===== src/rtl/mips_mem_pkg.sv =====
// Shared types and constants for the MEM-stage data memory access path.
package mips_mem_pkg;

    typedef enum logic [1:0] {
        S_IDLE,
        S_ACCESS,
        S_RESP
    } mem_state_e;

    localparam int MEM_BYTES_DEF = 256;
    localparam int BYTE_SIZE     = 1;
    localparam int WORD_SIZE     = 2;

    function automatic logic addr_in_range(
        input logic [15:0] addr,
        input logic        word,
        input int          mem_bytes
    );
        int last;
        last = int'(addr) + (word ? WORD_SIZE : BYTE_SIZE);
        return last <= mem_bytes;
    endfunction

endpackage


===== src/rtl/load_formatter.sv =====
// Selects word or low byte of a memory read and sign/zero-extends bytes.
module load_formatter (
    input  logic        word,
    input  logic        is_unsigned,
    input  logic [15:0] raw,
    output logic [15:0] data
);

    logic sign;

    assign sign = raw[7] & ~is_unsigned;
    assign data = word ? raw : {{8{sign}}, raw[7:0]};

endmodule


===== src/rtl/mem_access_ctrl.sv =====
// One-at-a-time load/store controller between the MEM stage and data memory.
module mem_access_ctrl
    import mips_mem_pkg::*;
#(
    parameter int MEM_BYTES = MEM_BYTES_DEF
) (
    input  logic        clk,
    input  logic        rst_n,
    input  logic        req_valid,
    output logic        req_ready,
    input  logic        req_we,
    input  logic        req_word,
    input  logic        req_unsigned,
    input  logic [15:0] req_addr,
    input  logic [15:0] req_wdata,
    output logic        resp_valid,
    output logic [15:0] resp_rdata,
    output logic        resp_fault,
    output logic [15:0] mem_addr,
    output logic [15:0] mem_write_data,
    output logic        mem_word_en,
    output logic        mem_ld_en,
    output logic        mem_write,
    output logic        mem_read,
    input  logic [15:0] mem_read_data
);

    mem_state_e  state_q, state_d;
    logic        word_q, word_d;
    logic        uns_q, uns_d;
    logic [15:0] addr_q, addr_d;
    logic [15:0] wdata_q, wdata_d;
    logic        word_en_q, word_en_d;
    logic        ld_en_q, ld_en_d;
    logic        write_q, write_d;
    logic        read_q, read_d;
    logic        rvalid_q, rvalid_d;
    logic [15:0] rdata_q, rdata_d;
    logic        fault_q, fault_d;
    logic [15:0] load_data;

    load_formatter u_fmt (
        .word        (word_q),
        .is_unsigned (uns_q),
        .raw         (mem_read_data),
        .data        (load_data)
    );

    always_comb begin
        state_d   = state_q;
        word_d    = word_q;
        uns_d     = uns_q;
        addr_d    = addr_q;
        wdata_d   = wdata_q;
        word_en_d = word_en_q;
        ld_en_d   = ld_en_q;
        write_d   = 1'b0;
        read_d    = 1'b0;
        rvalid_d  = 1'b0;
        rdata_d   = rdata_q;
        fault_d   = fault_q;
        unique case (state_q)
            S_IDLE: begin
                if (req_valid) begin
                    word_d = req_word;
                    uns_d  = req_unsigned;
                    if (addr_in_range(req_addr, req_word, MEM_BYTES)) begin
                        state_d = S_ACCESS;
                        addr_d  = req_addr;
                        ld_en_d = ~req_we;
                        write_d = req_we;
                        read_d  = ~req_we;
                        if (req_we) begin
                            word_en_d = req_word;
                            // Byte stores travel on the high lane.
                            wdata_d   = req_word ? req_wdata
                                                 : {req_wdata[7:0], 8'h00};
                        end
                    end else begin
                        state_d  = S_RESP;
                        rvalid_d = 1'b1;
                        fault_d  = 1'b1;
                        rdata_d  = '0;
                    end
                end
            end
            S_ACCESS: begin
                state_d  = S_RESP;
                rvalid_d = 1'b1;
                fault_d  = 1'b0;
                rdata_d  = read_q ? load_data : '0;
            end
            S_RESP: begin
                state_d = S_IDLE;
            end
            default: begin
                state_d = S_IDLE;
            end
        endcase
    end

    always_ff @(posedge clk or negedge rst_n) begin
        if (!rst_n) begin
            state_q   <= S_IDLE;
            word_q    <= 1'b0;
            uns_q     <= 1'b0;
            addr_q    <= '0;
            wdata_q   <= '0;
            word_en_q <= 1'b0;
            ld_en_q   <= 1'b1;
            write_q   <= 1'b0;
            read_q    <= 1'b0;
            rvalid_q  <= 1'b0;
            rdata_q   <= '0;
            fault_q   <= 1'b0;
        end else begin
            state_q   <= state_d;
            word_q    <= word_d;
            uns_q     <= uns_d;
            addr_q    <= addr_d;
            wdata_q   <= wdata_d;
            word_en_q <= word_en_d;
            ld_en_q   <= ld_en_d;
            write_q   <= write_d;
            read_q    <= read_d;
            rvalid_q  <= rvalid_d;
            rdata_q   <= rdata_d;
            fault_q   <= fault_d;
        end
    end

    // Held low during reset even though the state register sits in IDLE.
    assign req_ready      = rst_n & (state_q == S_IDLE);
    assign resp_valid     = rvalid_q;
    assign resp_rdata     = rdata_q;
    assign resp_fault     = fault_q;
    assign mem_addr       = addr_q;
    assign mem_write_data = wdata_q;
    assign mem_word_en    = word_en_q;
    assign mem_ld_en      = ld_en_q;
    assign mem_write      = write_q;
    assign mem_read       = read_q;

endmodule


===== config.mk =====
export PLATFORM = sky130hd
export DESIGN_NAME = mem_access_ctrl
export DESIGN_NICKNAME = d
export VERILOG_FILES = /design/src/rtl/mips_mem_pkg.sv /design/src/rtl/load_formatter.sv /design/src/rtl/mem_access_ctrl.sv
export SDC_FILE = /design/constraint.sdc
export NUM_CORES = 1
export LEC_CHECK = 0
export BUFFER_PORTS_ARGS = -buffer_cell sky130_fd_sc_hd__buf_2
export CAP_MARGIN = 15
export CELL_PAD_IN_SITES_DETAIL_PLACEMENT = 0
export CELL_PAD_IN_SITES_GLOBAL_PLACEMENT = 1
export CORE_MARGIN = 5
export CORE_UTILIZATION = 30
export DETAILED_ROUTE_END_ITERATION = 8
export PLACE_DENSITY = 0.69
export SYNTH_ARGS = -nofsm -noshare
export SYNTH_HDL_FRONTEND = slang
export SYNTH_HIERARCHICAL = 1
export SYNTH_SLANG_ARGS = --single-unit

===== constraint.sdc =====
create_clock -name clk -period 2.33 [get_ports clk]
set_input_delay 0.466 -clock clk [delete_from_list [all_inputs] [get_ports clk]]
set_output_delay 0.466 -clock clk [all_outputs]
set_load 0.005 [all_outputs]

== Yosys cells after proc, flatten, opt, wreduce, memory -nomap -nowiden ==
Cells that the tools add are included.
Storage, ports and cells
  word-level logic and storage cells: 49
  output and inout port bits: 55
  bits in registers: 58
Cells by class
  magnitude comparators: 1
  reduce and logical (&&, ||, !) cells: 6
  add/subtract/negate cells: 1
  multiplexer cells: 22
  equality and inequality tests: 3
  bitwise gates (word level): 4
Operators by type and width (count)
  two-way mux 16 bit: 5
  one-hot mux 16 bit (2 select lines): 1
  adder 16 x 2 -> 17 bit: 1
  less-or-equal comparator 17 x 9 -> 1 bit (second input constant): 1
  two-way mux 1 bit: 10
  two-way mux 2 bit: 3
  AND reduction 3 bit: 2
  inequality test 2 bit (second input constant): 2
  one-hot mux 1 bit (2 select lines): 2
  one-hot mux 2 bit (2 select lines): 1
  AND reduction 4 bit: 1
  bitwise AND 1 bit: 2
  equality test 2 x 1 -> 1 bit (second input constant): 1
  logical NOT 2 bit: 1
  inverter 1 bit: 2
  AND reduction 2 bit: 1
  nonzero test 2 bit: 1

== Longest topological paths before layout ==
Gate-level depths: netlist of run 1.
  depth in word-level cells: 6
  depth in mapped cells: 12
  depth with buffers taken out: 9

== Cells and area by module ==
Netlist of run 1, hierarchy kept.
By module, submodules not included
  mem_access_ctrl: times used 1, area each 2745.1 µm², sequential area each 1452.6 µm², cells each 242
  load_formatter: times used 1, area each 150.1 µm², sequential area each 0.0 µm², cells each 18

== Worst setup path after synthesis of run 1 ==
No wires, ideal clock.
  path type: input -> register
  start point: in req_word
  end point: reg word_en_q (netlist: mem_word_en)
  path slack: -1.314 ns
  required time: 2.205 ns
  cell stages on the path: 12
  arrival: 3.519 ns
  cell sequence: clkbuf_1 clkbuf_1 inv_1 ha_1 fa_1 or3_1 a211oi_1 o21ai_0 a211oi_2 nand4_4 buf_6 mux2_4
Between the ends
  cells in the longest elaborated chain, start to end: 4
RTL lines
  start, declared: line mem_access_ctrl.sv:12  | input logic req_word,
  two-way mux 2 bit: line mips_mem_pkg.sv:20  | last = int'(addr) + (word ? WORD_SIZE : BYTE_SIZE);
  adder 16 x 2 -> 17 bit: line mips_mem_pkg.sv:20
  less-or-equal comparator 17 x 9 -> 1 bit: line mips_mem_pkg.sv:21  | return last <= mem_bytes;
  AND reduction 4 bit (no source line)
  end signal, assigned: line mem_access_ctrl.sv:122  | word_en_q <= word_en_d;
  end, declared: line mem_access_ctrl.sv:33  | logic word_en_q, word_en_d;
Several ways; a longest one is shown, not always the timed one.
A chain may end at the register's enable or synchronous reset.

== Final worst setup path of run 1 ==
  start point: in req_addr[1]
  end point: reg addr_q[7] (netlist: mem_addr[7])
Between the ends
  cells in the longest elaborated chain, start to end: 3
RTL lines
  start, declared: line mem_access_ctrl.sv:14  | input logic [15:0] req_addr,
  adder 16 x 2 -> 17 bit: line mips_mem_pkg.sv:20
  less-or-equal comparator 17 x 9 -> 1 bit: line mips_mem_pkg.sv:21
  AND reduction 3 bit (no source line)
  end signal, assigned: line mem_access_ctrl.sv:120  | addr_q <= addr_d;
  end, declared: line mem_access_ctrl.sv:31  | logic [15:0] addr_q, addr_d;
Every way passes these cells.

==> results_dict.tcl, run 1 <==
set metrics [dict create \
    status "finished, violations left" \
    violations "negative setup slack" \
    antenna_found_initial 0 \
    vias 2449 \
    avgSynthCellArea_um2 11.1 \
    rows 35 \
    finalSetupViolations 37 \
    place_congestion 0.854 \
    crit_arrival_ps 2680 \
    post-route-min-period_ps 2450 \
    syn_area_um2 2900 \
    cp-startpoint "req_addr[1]" \
    synth_cell_types 42 \
    portBuffers 108 \
    setup_ws_ps -125 \
    gr-total-overflow 0 \
    endpoint_kind "flop" \
    dieHeight_um 108 \
    clk_path_buf_depth 2 \
    synthTopCellsByArea "dfrtp_1, mux2_2, a22oi_1, nand2_1, mux2i_1" \
    crit_type "in2reg" \
    leakage_nw 2.18 \
    power_per_cell_area_nw_per_um2 553 \
    path_max_fanout 8 \
    pre_cts_ws_ps -615 \
    die_x_um 108 \
    cap_viol_max_count 0 \
    clk-insertion-delay-late_ps 340 \
    netlist_instances 260 \
    fin_crit_sh_pct 105 \
    synth_enable_flop_cells 0 \
    rrSetupSlack_ps 610 \
    grt_pass1_vias 2404 \
    rsz0062_at_grt "true" \
    relSlewSlack_pct 49.7 \
    ctsHoldBuffers 0 \
    required_ps 2560 \
    start_util_pct 31.0 \
    hp-class "in2async" \
    fin_area_um2 4090 \
    dp_hpwl_mm 5.57 \
    fin_nets 456 \
    ys_top_cells_by_count "dfrtp_1, nand2_1, mux2_2" \
    final.setup.tns_ps -2560 \
    r2r_end "mem_write_data[15]" \
    first_iter_violations 111 \
    ys_ff_latch 58 \
    synth.top_cell.area_share_pct 49.3 \
    yosys_warnings 6 \
    numClockSinks 58 \
    yosysMostFrequentCell "dfrtp_1" \
    dieArea_um2 11700 \
    cts_root_buf "clkbuf_8" \
    vias_per_cell 4.59 \
    hold_viol 0 \
    start_kind "input port" \
    drtAntennaViolNets 0 \
    antenna_cells 0 \
    ys.flop_type "dfrtp_1" \
    worst-r2r-cell-count 5 \
    drc_errors 0 \
    grtUsageTotal_pct 13.3 \
    async_flop_share_pct 100 \
    routed_wl_mm 7.53 \
    drv_slew 0 \
    finClkSkew_ps 13.4 \
    htree_levels 3 \
    first_pass_iters 4 \
    syn_nets 317 \
    reg2reg_from "state_q[0]" \
    synth_top_area_cell "dfrtp_1" \
    area_growth_pct 41.1 \
    wl_per_cell_um 14.1 \
    core-area_um2 9330 \
    grt_pass1_wl_mm 12.0 \
    grt_max_degree 59 \
    max-vdd-ir-drop_mv 0.189 \
    yosysSeqAreaShare_pct 50.2 \
    fmax_mhz 407 \
    cts_buffers 9 \
    dpl-instance-area_um2 3770 \
    whs_ps 346 \
    drive_above_1_share_pct 50.7 \
    ios 109 \
    worst_pin_slew_ps 755 \
    cts.clk_slew.worst_paths_ps 70 \
    tritoncts "done" \
    total_power_mw 2.26 \
]
## power breakdown
group,switching (mW),internal [mW]
logic,0.127,0.137
clock network,0.396,0.550
registers,0.0199,1.03
total,0.543,1.72
## through the flow
| step | utilization [%] | instances |
|---|---|---|
| 6_report | 43.8 | 533 |
| 5_1_grt | 43.8 | 533 |
| 4_1_cts | 43.0 | 529 |
| 3_5_place_dp | 40.5 | 512 |
| 3_3_place_gp | 40.5 | 512 |
| 2_1_floorplan | - | 260 |
## metal layers
| metal | GRT usage, % | share of wire [%] | wire length [um] |
|---|---|---|---|
| met1 | 16.6 | 43 | 3220 |
| met2 | 21.1 | 48 | 3580 |
| met3 | 4.00 | 7.8 | 586 |
| met4 | 5.95 | 1.9 | 145 |
| met5 | 0 | 0 | 0 |
## repair_timing
action,CTS,global route
pin swaps,2,2
setup buffers,1,3
setup endpoints to repair,53,56
resized for setup,9,16
## cell usage in the layout (no fill, tap or decap), types with 2 or more instances in the layout
master	n
a211oi_2	2
a21o_1	8
a22oi_1	16
and2_1	7
buf_12	3
buf_2	106
buf_4	29
buf_6	8
clkbuf_1	2
clkbuf_8	11
clkinv_2	2
dfrtp_1	57
ha_4	2
inv_1	14
mux2_2	26
mux2_4	2
mux2i_1	10
nand2_1	30
nand3_1	5
nand4_1	2
nand4_4	2
nor2_1	6
nor2b_1	2
nor3_1	4
nor3b_1	2
nor4_1	2
o21ai_0	4
o21ai_1	15
or3_1	2
or4_4	2
xnor2_1	3
## registers in the layout, summed over array words and instances, names as in the netlist, 2 cells and up
| name | cells |
|---|---|
| mem_addr | 16 |
| resp_rdata | 16 |
| mem_write_data | 16 |
| state_q | 2 |
## worst max-delay path: stages
cell	delay, ps
buf_2	120
ha_4	260
a21oi_2	50
or4_4	420
or4_4	500
a22oi_4	250
nand4_4	170
buf_12	180
mux2_2	260
## worst max-delay path by stage
stage | to | cells after the start
floorplan | mem_word_en | 12
detailed placement | mem_addr[7] | 12
CTS | mem_addr[7] | 9
global placement | mem_addr[2] | 12
finish | mem_addr[7] | 9
global route | mem_addr[2] | 12
## final cells by class
cell class                      instances  area [um2]
Fill cell                             927        5240
Sequential cell                        58        1450
Tap cell                              129         161
Multi-Input combinational cell        168        1310
Clock inverter                          3        40.0
Inverter                               16        62.6
Timing Repair Buffer                  146         898
Clock buffer                           13         159
## cell families (layout without fill, tap and decap cells)
| logic type | after synthesis | after routing | share of synthesized area, % |
|---|---|---|---|
| AOI/OAI and AO/OA | 52 | 52 | 12.6 |
| xor gates and xnor gates | 3 | 3 | 0.908 |
| adders and majority gates | 3 | 3 | 1.56 |
| buffers and inverters | 34 | 178 | 5.96 |
| DFF | 58 | 58 | 50.2 |
| muxes | 38 | 38 | 14.6 |
| and+or+nand+nor | 72 | 72 | 14.2 |
Power figures use the tool's default switching activity.
==> run 2, diff against run 1 <==
- SKIP_LAST_GASP: default -> 1
==> run 2 against run 1 <==
- the flow still finishes with violations (negative setup slack)
- clock power barely moved
- via count fell by 0.82%
- register-to-register slack barely moved
- cell area fell by 0.37%
- sequential power barely moved
- clock skew fell by 0.84 ps
- wire length fell by 0.28%
- cell count did not move
- critical path type unchanged
- largest cell class unchanged
==> results_dict.tcl, run 2 (same netlist as run 1, synthesis figures left out) <==
set metrics [dict create \
    status "finished, violations left" \
    violations "negative setup slack" \
    endpoint_kind "flop" \
    dp_hpwl_mm 5.57 \
    start_kind "input port" \
    routed_wl_mm 7.51 \
    area_growth_pct 40.6 \
    relSlewSlack_pct 49.9 \
    fin_crit_sh_pct 105 \
    cap_viol_max_count 0 \
    dieArea_um2 11700 \
    layout_common_cells "buf_2, dfrtp_1, buf_4" \
    final.setup.tns_ps -2650 \
    worst_pin_slew_ps 752 \
    seq_power_share_pct 46.4 \
    dieHeight_um 108 \
    rsz0062_at_grt "true" \
    antenna_found_initial 0 \
    p_sw_share_pct 24.1 \
    cts_buffers 9 \
    antenna_cells 0 \
    whs_ps 344 \
    p_switching_uw 543 \
    tritoncts "done" \
    clk-insertion-delay-late_ps 340 \
    cts.clk_slew.worst_paths_ps 70 \
    cts_root_buf "clkbuf_8" \
    max-vdd-ir-drop_mv 0.189 \
    path_max_fanout 8 \
    start_util_pct 31.0 \
    drive_above_1_share_pct 50.7 \
    gr-total-overflow 0 \
    vias_per_cell 4.56 \
    r2r_end "mem_write_data[15]" \
    wl_per_cell_um 14.1 \
    dpl-instance-area_um2 3770 \
    ctsHoldBuffers 0 \
    first_iter_violations 115 \
    multi_input_area_um2 1310 \
    crit_arrival_ps 2680 \
    wl_met1_mm 3.23 \
    topRoutingLayerUsed "met4" \
    met2WireLength_mm 3.58 \
    place_congestion 0.854 \
    clk_path_buf_depth 2 \
    grtUsageTotal_pct 13.3 \
    drc_errors 0 \
    drv_slew 0 \
    rrSetupSlack_ps 620 \
    core-area_um2 9330 \
    fin_area_um2 4070 \
    reg2reg_from "state_q[0]" \
    die_x_um 108 \
    hp-class "in2async" \
    required_ps 2560 \
    nFillCells 932 \
    worst-r2r-cell-count 5 \
    crit_type "in2reg" \
    finClkSkew_ps 12.6 \
    finalSetupViolations 39 \
    drtAntennaViolNets 0 \
    mostFrequentLayoutCell "buf_2" \
    pwr-share-clk_pct 41.9 \
    rows 35 \
    grt_pass1_wl_mm 12.0 \
    ios 109 \
    fin_nets 456 \
    numClockSinks 58 \
    post-route-min-period_ps 2450 \
    p_int_mw 1.72 \
    hold_viol 0 \
    total_power_mw 2.26 \
    crit_path_top_delay_cell "or4_4" \
    htree_levels 3 \
    portBuffers 108 \
    vias 2429 \
    cp_common_cell "or4_4" \
    grt_pass1_vias 2404 \
    grt_max_degree 59 \
    wl_met3_um 556 \
    first_pass_iters 4 \
    seqCellArea_um2 1450 \
    fmax_mhz 407 \
    power_per_cell_area_nw_per_um2 555 \
    combPwrFrac_pct 11.7 \
    critPathMaxStageDelay_ps 500 \
    path_cells "buf_2 > ha_4 > a21oi_2 > or4_4 > or4_4 > a22oi_4 > nand4_4 > buf_12 > mux2_2" \
    setup_ws_ps -124 \
    leakage_nw 2.18 \
]
-- run 2: cell counts in the layout (fill, tap and decap cells not counted) --
No cell type changed its count.
-- run 2: final cells by class --
type                            instances  share of cell area (%)
Inverter                               16                    1.54
Clock buffer                           13                    3.90
Multi-Input combinational cell        168                    32.2
Clock inverter                          3                   0.983
Timing Repair Buffer                  146                    21.7
Sequential cell                        58                    35.7
Tap cell                              129                    3.96
-- run 2: worst max-delay path by stage --
stage	start	endpoint	depth (start not counted)	slack, ps
after floorplan	req_word	mem_word_en	12	-790
after global placement	req_word	mem_addr[2]	12	-530
after detailed placement	req_word	mem_addr[7]	12	-610
after CTS	req_word	mem_addr[7]	9	-120
after global routing	req_word	mem_addr[2]	12	-190
final	req_addr[1]	mem_addr[7]	9	-120
-- run 2: critical path, delay by kind of cell --
family,cells,cell delay [ps]
buffers and inverters,2,300
and+or+nand+nor,3,1090
adders and majority gates,1,260
AOI/OAI and AO/OA,2,300
muxes,1,260
-- run 2: stage by stage --
step	setup slack [ps]	util, %	cells
final	-124	43.6	533
after global routing	-187	43.6	533
after CTS	-118	43.0	529
after detailed placement	-615	40.5	512
after global placement	-531	40.5	512
after floorplan	-786	-	260
-- run 2: routing by layer --
| layer | global-route usage [%] | up-vias |
|---|---|---|
| met3 | 4.00 | 13 |
| li1 | - | 1195 |
| met5 | 0 | - |
| met2 | 21.1 | 79 |
| met1 | 16.6 | 1142 |
| met4 | 5.95 | 0 |
-- run 2: repair_timing --
item                       CTS  global route
pin swaps                    2             2
setup endpoints to repair   53            56
gates resized for setup      9             6
buffers inserted             1             3
-- run 2: power groups by stage --
stage / clock network (mW) / logic, mW / registers, mW
floorplan: 0 / 0.134 / 1.06
global placement: 0 / 0.255 / 1.07
detailed placement: 0 / 0.256 / 1.07
CTS: 0.978 / 0.265 / 1.05
global route: 1.03 / 0.294 / 1.05
finish: 0.946 / 0.264 / 1.05
==> run 3, diff against run 2 <==
- ABC_AREA: default -> 1
- PLACE_DENSITY: 0.69 -> 0.72
==> run 3 against run 2 <==
- the flow now finishes without violations
- combinational power increased by 14%
- hold slack worse by 8.1 ps
- cell area increased by 1.6%
- worst setup slack gained 230 ps
- first-iteration DRC count is 63% higher
- power down 5.7%
- area after synthesis is 6.2% higher
- synthesized cell count is 52% higher
- critical path depth rose by 5
- largest power group unchanged
- global-route usage is 0.88 points higher
- largest cell class is now multi-input gates
- sequential cell count unchanged
==> results_dict.tcl, run 3 <==
set metrics [dict create \
    status "completed" \
    clk_path_buf_depth 2 \
    ys.flop_type "dfrtp_1" \
    dieHeight_um 111 \
    ys_ff_latch 58 \
    yosys_warnings 6 \
    whs_ps 336 \
    async_flop_share_pct 100 \
    rrSetupSlack_ps 420 \
    fin_cells 651 \
    fin_nets 568 \
    start_util_pct 30.3 \
    ios 109 \
    cap_viol_max_count 0 \
    synth_cell_types 32 \
    dpl-instance-area_um2 3800 \
    yosysSeqAreaShare_pct 47.2 \
    ys_top_cells_by_count "nand2_1, dfrtp_1, inv_1" \
    cts_buffers 9 \
    gr-total-overflow 0 \
    rsz0062_at_grt "false" \
    yosysMostFrequentCell "nand2_1" \
    antenna_found_initial 0 \
    max-vdd-ir-drop_mv 0.182 \
    place_congestion 0.848 \
    fmax_mhz 450 \
    grtUsageTotal_pct 14.1 \
    hp-class "in2async" \
    avgSynthCellArea_um2 7.81 \
    tritoncts "done" \
    finalSetupViolations 0 \
    crit_type "in2reg" \
    hold_viol 0 \
    total_power_mw 2.13 \
    drtAntennaViolNets 0 \
    portBuffers 108 \
    cp-startpoint "req_word" \
    first_pass_iters 4 \
    grt_max_degree 59 \
    vias 2935 \
    power_per_cell_area_nw_per_um2 515 \
    layout_common_cells "nand2_1, buf_2, dfrtp_1" \
    numClockSinks 58 \
    synth.top_cell.area_share_pct 46.4 \
    core-area_um2 10100 \
    routed_wl_mm 9.00 \
    finClkSkew_ps 7.09 \
    rows 37 \
    wl_per_cell_um 13.8 \
    relSlewSlack_pct 39.4 \
    fin_area_um2 4140 \
    drive_above_1_share_pct 35.7 \
    endpoint_kind "flop" \
    dieArea_um2 12400 \
    cts.clk_slew.worst_paths_ps 60 \
    antenna_cells 0 \
    cts_root_buf "clkbuf_8" \
    grt_pass1_vias 2840 \
    start_kind "input port" \
    dp_hpwl_mm 6.34 \
    syn_nets 451 \
    worst_pin_slew_ps 907 \
    netlist_instances 394 \
    drv_slew 0 \
    required_ps 2550 \
    mostFrequentLayoutCell "nand2_1" \
    grt_pass1_wl_mm 14.3 \
    synth_enable_flop_cells 0 \
    crit_arrival_ps 2450 \
    leakage_nw 2.41 \
    die_x_um 111 \
    htree_levels 3 \
    syn_area_um2 3080 \
    post-route-min-period_ps 2220 \
    synth_top_area_cell "dfrtp_1" \
    drc_errors 0 \
    reg2reg_from "state_q[0]" \
    place_inst 628 \
    ctsHoldBuffers 0 \
    area_growth_pct 34.5 \
    first_iter_violations 188 \
    fin_crit_sh_pct 95.4 \
    path_max_fanout 5 \
    vias_per_cell 4.51 \
    clk-insertion-delay-late_ps 330 \
    synthTopCellsByArea "dfrtp_1, nand2_1, nand4_1, nand3_1, inv_1" \
]
[run 3: timing repair]
action / 4_1_cts / 5_1_grt
buffers inserted: 0 / 4
endpoints found under the setup margin: 0 / 50
resized for setup: 0 / 20
[run 3: where the power goes]
part	switching [mW]	internal [mW]
combinational	0.185	0.117
sequential	0.0199	1.03
clock	0.405	0.371
total	0.609	1.52
[run 3: path summary, 6_finish.rpt]
kind                                      end  depth (start not counted)
max                               mem_word_en                         14
min                        mem_write_data[15]                          2
max reg2reg                       mem_word_en                          6
min reg2reg                       mem_addr[1]                          2
max in group asynchronous         mem_addr[8]                          2
min in group clk                resp_rdata[6]                          3
[run 3: per-layer routing]
layer	vias to the layer above	track usage [%]	routed length (um)
li1	1471	-	-
met1	1382	18.5	4110
met2	75	22.9	4330
met3	7	3.88	455
met4	0	4.14	103
met5	-	0	0
[run 3: cells by family after synthesis]
family	after synthesis	synth area share (%)
adders and majority gates	3	1.46
AOI/OAI and AO/OA	10	2.20
xor gates and xnor gates	3	0.855
DFF	58	47.2
buffers and inverters	59	9.56
and+or+nand+nor	261	38.7
[run 3: critical path, cell delays in order]
cell and delay (ps):
buf_6 110, clkinv_8 50, ha_4 150, fa_2 400
or2_4 230, a21oi_2 120, nand3_2 100, nand2_2 90
nand3_4 90, nor2_8 170, buf_12 140, nand3_4 140
nand2_2 130, nand2_1 50
[run 3: cell type report]
type / instances / area, um2
clock buffer: 9 / 124
clock inverter: 6 / 35.0
inverter: 38 / 168
tap: 136 / 170
fill: 1071 / 6000
sequential: 58 / 1450
multi-input combinational: 281 / 1480
timing repair buffer: 123 / 709
[run 3: metrics by stage]
stage	worst slack (ps)	TNS, ps	utilization, %
floorplan	-138	-3100	-
global placement	-291	-13130	37.5
detailed placement	-322	-14920	37.5
CTS	35.7	0	39.1
global route	2.80	0	40.8
finish	108	0	40.8
